<file path="config.mk">
export PLATFORM = sky130hd
export DESIGN_NAME = pcie_dn_ebuf_fetch_ctrl
export DESIGN_NICKNAME = d
export VERILOG_FILES = /design/src/rtl/pcie_dn_ebuf_fetch_ctrl.sv
export SDC_FILE = /design/constraint.sdc
export NUM_CORES = 1
export LEC_CHECK = 0
export ABC_CLOCK_PERIOD_IN_PS = 4700
export CAP_MARGIN = 15
export CORE_MARGIN = 3
export CORE_UTILIZATION = 32
export DETAILED_ROUTE_END_ITERATION = 8
export GPL_ROUTABILITY_DRIVEN = 0
export PLACE_DENSITY = 0.59
export SETUP_SLACK_MARGIN = 0.4
export SLEW_MARGIN = 10
export SYNTH_ARGS = -nofsm -noshare
export SYNTH_HDL_FRONTEND = slang
export SYNTH_SLANG_ARGS = --single-unit
</file>
<file path="constraint.sdc">
create_clock -name PCIE_CLK -period 4.7 [get_ports PCIE_CLK]
set_clock_uncertainty 0.2 [all_clocks]
set_input_delay 0.94 -clock PCIE_CLK [delete_from_list [all_inputs] [get_ports PCIE_CLK]]
set_output_delay 0.94 -clock PCIE_CLK [all_outputs]
set_load 0.02 [all_outputs]
</file>
<file path="src/rtl/pcie_dn_ebuf_fetch_ctrl.sv">
// Downstream empty-buffer descriptor block fetch scheduler: issues 256 B ring reads,
// throttled by outstanding-tag count and FIFO space, with a lost-completion timeout.
module pcie_dn_ebuf_fetch_ctrl #(
  parameter int unsigned TAG_NUM      = 4,
  parameter int unsigned TMO_CYC      = 50000,
  parameter int unsigned DESC_PER_BLK = 8
) (
  input  logic        PCIE_CLK,
  input  logic        PCIE_RST_N,
  input  logic        CFG_EN,
  input  logic [63:0] CFG_RING_BASE,
  input  logic [15:0] CFG_RING_DEPTH,
  input  logic        DB_VLD,
  output logic        MRD_REQ,
  output logic [63:0] MRD_ADDR,
  output logic [9:0]  MRD_LEN,
  output logic [7:0]  MRD_TAG,
  input  logic        MRD_ACK,
  input  logic        EBUF_RD_REQ,
  input  logic        EBUF_RD_ACK,
  input  logic [9:0]  EBUF_FIFO_FREE,
  output logic [3:0]  STS_OUTSTD,
  output logic [31:0] STS_BLK_CNT,
  output logic        STS_TIMEOUT,
  output logic        STS_ERR
);

  localparam int unsigned TMR_W = $clog2(TMO_CYC + 1);

  localparam logic [0:0] StIdle  = 1'b0;
  localparam logic [0:0] StIssue = 1'b1;

  logic [0:0]       state_q, state_d;
  logic [15:0]      idx_q, idx_d;
  logic [7:0]       tag_q, tag_d;
  logic             pend_q, pend_d;
  logic [3:0]       outstd_q, outstd_d;
  logic [31:0]      blk_q, blk_d;
  logic             tmo_q, tmo_d;
  logic             err_q, err_d;
  logic [TMR_W-1:0] timer_q, timer_d;
  logic [63:0]      req_addr_q, req_addr_d;
  logic [7:0]       req_tag_q, req_tag_d;
  logic [9:0]       req_len_q, req_len_d;

  logic        accept;
  logic        dis_idle;
  logic        ack_ok;
  logic        tmo_hit;
  logic        can_issue;
  logic [10:0] need;

  assign accept   = (state_q == StIssue) & MRD_ACK;
  assign dis_idle = (state_q == StIdle) & ~CFG_EN;
  assign ack_ok   = EBUF_RD_ACK & (outstd_q != 4'd0);
  assign tmo_hit  = (outstd_q != 4'd0) & ~EBUF_RD_ACK & (timer_q == TMR_W'(TMO_CYC - 1));

  // FIFO must be able to absorb every block already in flight plus the new one.
  assign need      = 11'(DESC_PER_BLK) * (11'(outstd_q) + 11'd1);
  assign can_issue = CFG_EN & pend_q & (outstd_q < 4'(TAG_NUM)) & ~tmo_q &
                     ({1'b0, EBUF_FIFO_FREE} >= need);

  always_comb begin
    state_d    = state_q;
    req_addr_d = req_addr_q;
    req_tag_d  = req_tag_q;
    req_len_d  = req_len_q;
    case (state_q)
      StIdle: begin
        if (can_issue) begin
          state_d    = StIssue;
          req_addr_d = CFG_RING_BASE + {40'd0, idx_q, 8'd0};
          req_tag_d  = tag_q;
          req_len_d  = 10'd64;
        end
      end
      StIssue: begin
        if (MRD_ACK) state_d = StIdle;
      end
      default: state_d = StIdle;
    endcase
  end

  always_comb begin
    idx_d = idx_q;
    tag_d = tag_q;
    if (dis_idle) begin
      idx_d = 16'd0;
      tag_d = 8'd0;
    end else if (accept) begin
      idx_d = (({1'b0, idx_q} + 17'd1) >= {1'b0, CFG_RING_DEPTH}) ? 16'd0 : idx_q + 16'd1;
      tag_d = (tag_q == 8'(TAG_NUM - 1)) ? 8'd0 : tag_q + 8'd1;
    end
  end

  // A new doorbell or chained request on the accept cycle keeps pend set.
  always_comb begin
    pend_d = pend_q;
    if (dis_idle)                  pend_d = 1'b0;
    else if (DB_VLD | EBUF_RD_REQ) pend_d = 1'b1;
    else if (accept)               pend_d = 1'b0;
  end

  always_comb begin
    outstd_d = outstd_q;
    if (tmo_hit) begin
      outstd_d = 4'd0;
    end else begin
      case ({accept, ack_ok})
        2'b10:   outstd_d = outstd_q + 4'd1;
        2'b01:   outstd_d = outstd_q - 4'd1;
        default: outstd_d = outstd_q;
      endcase
    end
  end

  always_comb begin
    blk_d   = blk_q + {31'd0, ack_ok};
    err_d   = err_q;
    tmo_d   = tmo_q;
    timer_d = timer_q + TMR_W'(1);
    if (dis_idle) begin
      err_d = 1'b0;
      tmo_d = 1'b0;
    end else begin
      if (EBUF_RD_ACK && (outstd_q == 4'd0)) err_d = 1'b1;
      if (tmo_hit)                           tmo_d = 1'b1;
    end
    if ((outstd_q == 4'd0) || EBUF_RD_ACK || tmo_hit) timer_d = '0;
  end

  always_ff @(posedge PCIE_CLK or negedge PCIE_RST_N) begin
    if (!PCIE_RST_N) begin
      state_q    <= StIdle;
      idx_q      <= 16'd0;
      tag_q      <= 8'd0;
      pend_q     <= 1'b0;
      outstd_q   <= 4'd0;
      blk_q      <= 32'd0;
      tmo_q      <= 1'b0;
      err_q      <= 1'b0;
      timer_q    <= '0;
      req_addr_q <= 64'd0;
      req_tag_q  <= 8'd0;
      req_len_q  <= 10'd0;
    end else begin
      state_q    <= state_d;
      idx_q      <= idx_d;
      tag_q      <= tag_d;
      pend_q     <= pend_d;
      outstd_q   <= outstd_d;
      blk_q      <= blk_d;
      tmo_q      <= tmo_d;
      err_q      <= err_d;
      timer_q    <= timer_d;
      req_addr_q <= req_addr_d;
      req_tag_q  <= req_tag_d;
      req_len_q  <= req_len_d;
    end
  end

  assign MRD_REQ     = (state_q == StIssue);
  assign MRD_ADDR    = req_addr_q;
  assign MRD_TAG     = req_tag_q;
  assign MRD_LEN     = req_len_q;
  assign STS_OUTSTD  = outstd_q;
  assign STS_BLK_CNT = blk_q;
  assign STS_TIMEOUT = tmo_q;
  assign STS_ERR     = err_q;

endmodule

</file>
==> out/results.txt, run 1 <==
The relative contribution of sequential cells to total power is 35.8%, and the detail-routed via count per cell is 4.874. Summing the areas of all fa, ha and maj instances in the mapped netlist gives 6.963% of the synthesized area. The biggest area contributor in the post-synthesis netlist is dfrtp_1. The tools report the worst reg2reg path endpoint as idx_q[5].

The most used flip-flop cell after synthesis is dfrtp_1. After synthesis, flip-flops and latches occupy 43.31% of the total area. The finished cells cover 11,910 um^2. At the pin with the least slew margin, the transition time is 1.065 ns.

The area inside the core boundary is 27,030 um^2. In this run the cell area measured after placement is 11,280 um^2. The deepest level of the CTS H-tree is 4, and the number of hold-repair buffers added at the cts stage is 0. The critical path starts at idx_q[0].

The startpoint identified for the worst hold timing path is timer_q[0]. The run finished with clean final reports. Multiplexer cells account for 2.293% of the synthesized area. The main combinational cell family by area after synthesis is simple AND/OR/NAND/NOR gates. The average cell area after synthesis was 9.346 um^2; the total number of clock tree sinks was 153. The clock-pin transition on the worst setup and hold timing paths came out at 0.07 ns.

In this run the critical register-to-register path is launched from idx_q[0]. Setup repair after global routing left no endpoint under its margin. VDD sags by at most 0.0002374 V.

STA puts the critical path data required time at 4.80 ns. Max-cap violations in this run came to 0. For the synthesized area, the log shows 8841 um^2.

The first-pass detailed-route iteration total was 5; the synthesized-area fraction occupied by ao, oa, aoi and oai cells was 11.86%. For the total global routing track utilization, the log shows 16.40%. The count of buffers added on input and output ports is 208.

Gates resized during post-CTS repair numbered 0. The hold-critical path depth works out to 1. The initial utilization of the core area, before any placement, comes to 32.71%. The number of standard cells after synthesis is 946. Setup violations remaining at the end of the flow were counted as 0.

The share of total power consumed by net switching was 35.19%; the width of the chip was 172.2 um. The final layout contains 1,302 nets. The clock passes through at most 2 buffers. The first global-routing pass estimated 38,560 um of wire. The part of the total power dissipated in the clock network was 27.8%; the layout cell share with drive strength beyond 1 was 7.009%. The overall routed net length came out at 24,060 um. For the worst setup path, the data arrival time is 4.09 ns. The most common cell after layout, fill and taps aside is clkdlybuf4s50_1.

In this run the static leakage power is 5.195 nW. The number of cell instances on the worst register-to-register path works out to 15. The tools report the internal reg-to-reg setup slack as 0.71 ns. The cell-internal power is 0.003414 W, and the net load switching power is 0.001854 W. Number of enable flip-flop cells after synthesis: 0. The average detailed-routed wire length per instance is 15.91 um.

The run gives 1 as the number of antenna violations at the first check in global routing. Once placement completed, the tool counted placed cells totaling 1,479. The remaining max-slew budget at the tightest pin is 28.23%, and the overall die area is 29,660 um^2. The synthesis-to-layout area growth was 34.73%; the number of design-rule violations left by the first detailed-router iteration was 374.

The final number of max-transition violations is 0, and the number of buffers created by CTS is 17. The tools report the kind of start point of the critical path as a flip-flop. The worst hold path terminates at timer_q[0]. The number of buffers inserted by post-CTS setup repair was 0; the power share of the combinational group was 36.4%. The total overflow left after global routing is 0. For the count of distinct cell types in the synthesized netlist, the log shows 65. The tools report the final count of hold timing violations as 0. For this design the ratio of total power to cell area is 442.3 nW/um^2. The library cells used most frequently in the layout, excluding fill and tap cells, are clkdlybuf4s50_1 (207), dfrtp_1 (153), nand2_1 (138). The buffer cell driving the clock tree root is clkbuf_16. The die is 172.2 um tall. The number of placement rows was 60; the time the final worst path needs with I/O delays and setup was 3.985 ns.

During synthesis, Yosys emitted a total of 0 warnings. STA classifies the critical path endpoint as a flip-flop. Of all nets on the critical path, the largest fanout is 20. In the post-synthesis netlist, the biggest area contributors are dfrtp_1 (43%), ha_1 (6.5%), xor2_1 (6.2%). Once detailed placement completed, the half-perimeter wirelength came to 18,430 um. The portion of synthesized cell area occupied by the leading cell type came out at 43.31%. The detailed router placed 7,369 vias in this run.

The fraction of registers with async set/reset was 100.0%; the remaining design rule violation count was 0. The logs give 250.9 MHz for the achievable clock frequency and 218 for the I/O pin total. The xor and xnor fraction of the mapped netlist area works out to 11.19%.

The setup path with the least slack is of type reg -> reg. Summed over all failing endpoints, the final setup total negative slack is 0 ns. After Yosys synthesis, and, or, nand and nor cells account for 20.25% of the synthesized area. The path class of the tightest hold or removal check is reg -> reg. Entering global routing, the biggest net connects 95 pins. After synthesis the netlist holds a flip-flop and latch count of 153. Dividing the final minimum period by the clock period gives 84.79%.

TritonCTS built the clock tree. The via count of the first global-routing pass is 7,492. The remaining number of nets flagged by the antenna check after routing is 0.

The final instance count without filler cells came out at 1,512. The clock insertion delay at the later pin of the skew report was 0.42 ns.
cell usage after synthesis, types with 5 or more instances:
library cell and n:
and2_1 7, nand3_1 46, or3_1 8, o21ai_0 78, clkbuf_1 19, nor2_1 71, o21ai_1 6, nor3_1 9
a31oi_1 8, xor2_1 63, a21o_1 11, buf_4 9, nand2_1 138, ha_1 46, mux2_2 18, a21oi_1 27
and3_1 16, nand4_1 32, dfrtp_1 153, and4_1 5, xnor2_1 50, inv_1 40, nand2b_1 17
worst max-delay path by stage:
| stage | endpoint |
|---|---|
| global route | idx_q[5] |
| detailed placement | MRD_ADDR[48] |
| CTS | idx_q[5] |
| floorplan | MRD_ADDR[48] |
| finish | idx_q[5] |
| global placement | MRD_ADDR[48] |
power by group through the flow:
| stage | logic [W] | registers [W] | clock network, W |
|---|---|---|---|
| final | 0.00192 | 0.00189 | 0.00146 |
| after floorplan | 0.000609 | 0.00225 | 0 |
| after global routing | 0.00210 | 0.00194 | 0.00156 |
| after detailed placement | 0.00195 | 0.00192 | 0 |
| after CTS | 0.00196 | 0.00190 | 0.00151 |
| after global placement | 0.00193 | 0.00191 | 0 |
stage by stage:
step                      power [W]  hold WS [ns]  utilization [%]  setup slack [ns]
final                      0.005268        0.2694            44.07            0.7150
after global routing       0.005603        0.2988            44.07            0.4176
after CTS                  0.005365        0.2656            44.06            0.7816
after detailed placement   0.003865        0.2564            41.75            0.3694
after global placement     0.003835        0.2491            41.75            0.4356
after floorplan            0.002860        0.2329                -             1.258
critical path, cell delays in order, from the launching register on:
cell,delay (ns)
dfrtp_1,0.50
ha_1,0.23
and3_1,0.19
nand3_1,0.25
nor3_1,0.53
xor2_1,0.16
ha_1,0.33
nand4_1,0.14
nor2_1,0.18
o21ai_0,0.11
a31oi_1,0.21
a2111oi_0,0.10
o21ai_0,0.16
buf_4,0.24
o21ai_0,0.10
a21o_1,0.23
cells by family (layout without fill, tap and decap cells):
family                     count (synthesis)  count (layout)
buffers and inverters                     75             291
AOI/OAI and AO/OA                        165             165
DFF                                      153             153
and+or+nand+nor                          373             373
xor gates and xnor gates                 113             113
muxes                                     18              18
adders and majority gates                 48              48
other                                      1              10
area by class of cell:
cell class | instances | area (um^2)
Fill cell | 2614 | 15110
Multi-Input combinational cell | 726 | 4688
Sequential cell | 153 | 3829
Timing Repair Buffer | 219 | 2191
Clock buffer | 18 | 439.2
Tap cell | 341 | 426.7
Clock inverter | 14 | 185.2
Inverter | 40 | 150.1
Antenna cell | 1 | 2.502
layer usage:
| layer | GRT usage (%) | part of all wire (%) | vias up |
|---|---|---|---|
| met5 | 0 | 0 | - |
| met4 | 5.137 | 1.7 | 0 |
| met3 | 3.658 | 6.5 | 27 |
| met2 | 27.28 | 48 | 215 |
| met1 | 21.35 | 44 | 3435 |
| li1 | - | - | 3692 |
sequential cells by signal, summed over array words and instances, names as in the netlist:
register	cells
STS_OUTSTD	4
pend_q	1
MRD_REQ	1
MRD_LEN	1
timer_q	16
STS_TIMEOUT	1
MRD_ADDR	64
STS_ERR	1
tag_q	8
STS_BLK_CNT	32
MRD_TAG	8
idx_q	16
(Power assumes the default switching activity.)
==> run 2: changes to the inputs <==
--- a/config.mk
+++ b/config.mk
@@ -5,13 +5,13 @@
 export SDC_FILE = /design/constraint.sdc
 export NUM_CORES = 1
 export LEC_CHECK = 0
-export ABC_CLOCK_PERIOD_IN_PS = 4700
+export ABC_CLOCK_PERIOD_IN_PS = 3500
 export CAP_MARGIN = 15
 export CORE_MARGIN = 3
 export CORE_UTILIZATION = 32
 export DETAILED_ROUTE_END_ITERATION = 8
 export GPL_ROUTABILITY_DRIVEN = 0
-export PLACE_DENSITY = 0.59
+export PLACE_DENSITY = 0.61
 export SETUP_SLACK_MARGIN = 0.4
 export SLEW_MARGIN = 10
 export SYNTH_ARGS = -nofsm -noshare
==> constraint.sdc (replaced) <==
create_clock -name PCIE_CLK -period 3.5 [get_ports PCIE_CLK]
set_clock_uncertainty 0.2 [all_clocks]
set_input_delay 0.7 -clock PCIE_CLK [delete_from_list [all_inputs] [get_ports PCIE_CLK]]
set_output_delay 0.7 -clock PCIE_CLK [all_outputs]
set_load 0.02 [all_outputs]
==> run 2 against run 1 <==
- first-iteration DRC count up 31%
- count of clock-buffer cells in the layout down 1
- via count up 4.2%
- hold slack worse by 0.19 ns
- routed wire length up 5.3%
- fmax up 23%
- utilization up 3.6 points
- setup slack worse by 0.45 ns
- cell area up 8.1%
- clock power up 32%
- global-route usage up 0.37 points
- register-to-register slack worse by 0.45 ns
- critical path type unchanged
- critical endpoint is now idx_q[13]
==> out/results.txt, run 2 (same netlist as run 1, synthesis figures left out) <==
STA classifies the critical path endpoint as a flip-flop. The power density over the cells is 560.5 nW/um^2. Leaving out fill and tap cells, the most frequent cells in the layout are clkdlybuf4s50_1 (197), dfrtp_1 (149), nand2_1 (137). In this run the tightest slew margin relative to its limit is 14.02%.

For the pin with the worst max-slew slack, the measured transition is 1.276 ns. The worst register-to-register path begins at idx_q[0]. The number of nets at the end of the flow is 1,378. The max-cap violation count was 0. Counting I/O delays and the setup requirement, the final critical path takes 3.236 ns. Static timing analysis puts the maximum clock frequency at 309.0 MHz. In the final routed layout, each cell accounts on average for 15.97 um. Entering global routing, the biggest net connects 68 pins.

In the final layout, the share of cells above drive strength 1 is 15.90%. Setup repair after global routing could not meet its margin everywhere. Largest driver fanout on the critical path: 7. In this run the core area contains 60 standard-cell rows. The die covers 29,660 um^2. Counting the buffers created by CTS gives 17. For the maximum clock insertion buffer count, the log shows 2. In the global route stage, overall resource usage came out at 16.77%. In this run, post-CTS hold repair placed 0 buffers. The number of buffers inserted by port buffering was 208; the area of the multi-input gates was 5015 um^2. IR analysis of the VDD net gives a maximum drop of 0.0003380 V. Total of endpoints with negative setup slack in the final report: 0. The type of the worst setup path was reg -> reg.

Clock-pin slew was measured on the worst setup and hold paths at 0.08 ns. The final number of max-transition violations was 0; the detailed-route via count was 7,682. The via count of the first global-routing pass is 7,633.

The length of routed met2 wiring was 12,320 um; the detail-routed via count per cell was 4.841. The height of the die works out to 172.2 um. The analysis attributes to cell leakage a power of 5.676 nW. TritonCTS built the clock tree.

The remaining number of nets flagged by the antenna check after routing was 0; the final total power was 0.007216 W. Across all register-to-register paths, the minimum setup slack is 0.26 ns. For the effective utilization at floorplan, the log shows 32.71%.

For this design, the sink count on the clock tree is 153. The worst reg2reg path endpoint is idx_q[13]. The run finished with clean final reports. Wire segments on met3 add up to 1386 um in the final route. The detailed router finished its first iteration with 490 violations. The number of antenna violations at the first check in global routing was 0; the area of all sequential standard cells was 3834 um^2. The tools report the buffer cell driving the clock tree root as clkbuf_16. In the routed design, unresolved DRC markers number 0. The kind of start point of the critical path is a flip-flop. The tools report the final count of hold timing violations as 0. STA puts the critical path data required time at 3.66 ns. Compared with the post-synthesis result, the final layout area differs by 45.63%. The most common cell after layout, fill and taps aside was clkdlybuf4s50_1. The worst register-to-register path has a depth of 14. The ratio of final minimum period to clock period works out to 92.45%.

The first global-routing pass estimated 39,450 um of wire. The arrival time of data at the critical path endpoint is 3.39 ns, and the area inside the core boundary is 27,030 um^2. For the overall routed net length, the log shows 25,340 um.

Cells fill 47.64% of the core in the end. Counting the fill cells in the layout gives 2,555. The flip-flop count of the largest register, all copies and words added works out to 64. For the worst-skew pair, the clock arrives at the later sink with an insertion delay of 0.42 ns.

For this run the aggregate overflow at the end of global routing stands at 0. After routing, the total negative slack on setup checks comes to 0 ns. For the I/O pin total, the log shows 218. The top layer reached by signal wires was met4.

In this run the worst hold path is classified as in -> async. Detailed placement finished with a half-perimeter wire length of 19,460 um. In this run the horizontal extent of the chip is 172.2 um. Before antenna repair, the detailed router went through 5 iterations. The detailed router put a total of 11,250 um of wire on met1. For the deepest level of the CTS H-tree, the log shows 4.
[run 2: timing repair]
action                     in CTS  in global routing
resized for setup              44                 35
pin swaps                      32                 24
setup endpoints to repair      74                 61
setup buffers                   9                 11
[run 2: how the worst max path moves through the flow]
stage / depth (start not counted) / slack [ns] / end / startpoint
final: 14 / 0.26 / idx_q[13] / idx_q[0]
after global routing: 15 / 0.03 / idx_q[10] / idx_q[0]
after CTS: 15 / 0.30 / idx_q[10] / idx_q[1]
after detailed placement: 11 / -0.22 / MRD_ADDR[53] / CFG_RING_BASE[16]
after global placement: 11 / -0.16 / MRD_ADDR[53] / CFG_RING_BASE[17]
after floorplan: 10 / 0.38 / MRD_ADDR[53] / CFG_RING_BASE[17]
[run 2: critical path, cell delays in order (launching register included)]
cell and delay [ns]:
dfrtp_1 0.37, ha_2 0.18, and3_4 0.20, nand3_4 0.10
nor2_1 0.22, xor2_1 0.20, ha_1 0.27, a21o_1 0.16
a21o_1 0.18, a2111oi_1 0.39, o21ai_1 0.15, buf_4 0.18
buf_4 0.14, nand2b_1 0.15, nand2_1 0.07
[run 2: where the power goes]
part	internal, W	switching, W	total [W]	leakage (nW)
Combinational	0.00132	0.00143	0.00275	3.38
Clock	0.00109	0.000845	0.00193	0.296
Sequential	0.00221	0.000329	0.00254	2.00
Total	0.00462	0.00260	0.00722	5.68
[run 2: through the flow]
step                instance area (um^2)  worst slack, ns  cells  hold slack (ns)
finish                             12870           0.2641   1587          0.08142
global route                       12870          0.02743   1586           0.1030
CTS                                12650           0.3031   1575          0.09313
detailed placement                 11830          -0.2178   1535           0.2537
global placement                   11820          -0.1587   1534           0.2574
floorplan                           8955           0.3790    954           0.2044
[run 2: metal layers]
metal / global-route usage (%) / up-vias
met2: 28.29 / 184
met5: 0 / -
met3: 4.115 / 23
met1: 21.72 / 3631
li1: - / 3844
met4: 4.165 / 0
[run 2: final cells by class]
| cell class | count | area share (%) |
|---|---|---|
| clock inverters | 14 | 1.409 |
| flip-flops and latches | 153 | 29.78 |
| multi-input cells | 726 | 38.95 |
| inverters | 40 | 1.166 |
| well taps | 341 | 3.314 |
| diodes | 1 | 0.01944 |
| repair buffers | 295 | 22.06 |
| clock buffers | 17 | 3.304 |
==> run 3: changes to the inputs <==
--- a/config.mk
+++ b/config.mk
@@ -13,6 +13,7 @@
 export GPL_ROUTABILITY_DRIVEN = 0
 export PLACE_DENSITY = 0.61
 export SETUP_SLACK_MARGIN = 0.4
+export SKIP_LAST_GASP = 1
 export SLEW_MARGIN = 10
 export SYNTH_ARGS = -nofsm -noshare
 export SYNTH_HDL_FRONTEND = slang
==> results of run 3 <==
No change in the layout: final DEF, timing and power equal those of run 2.
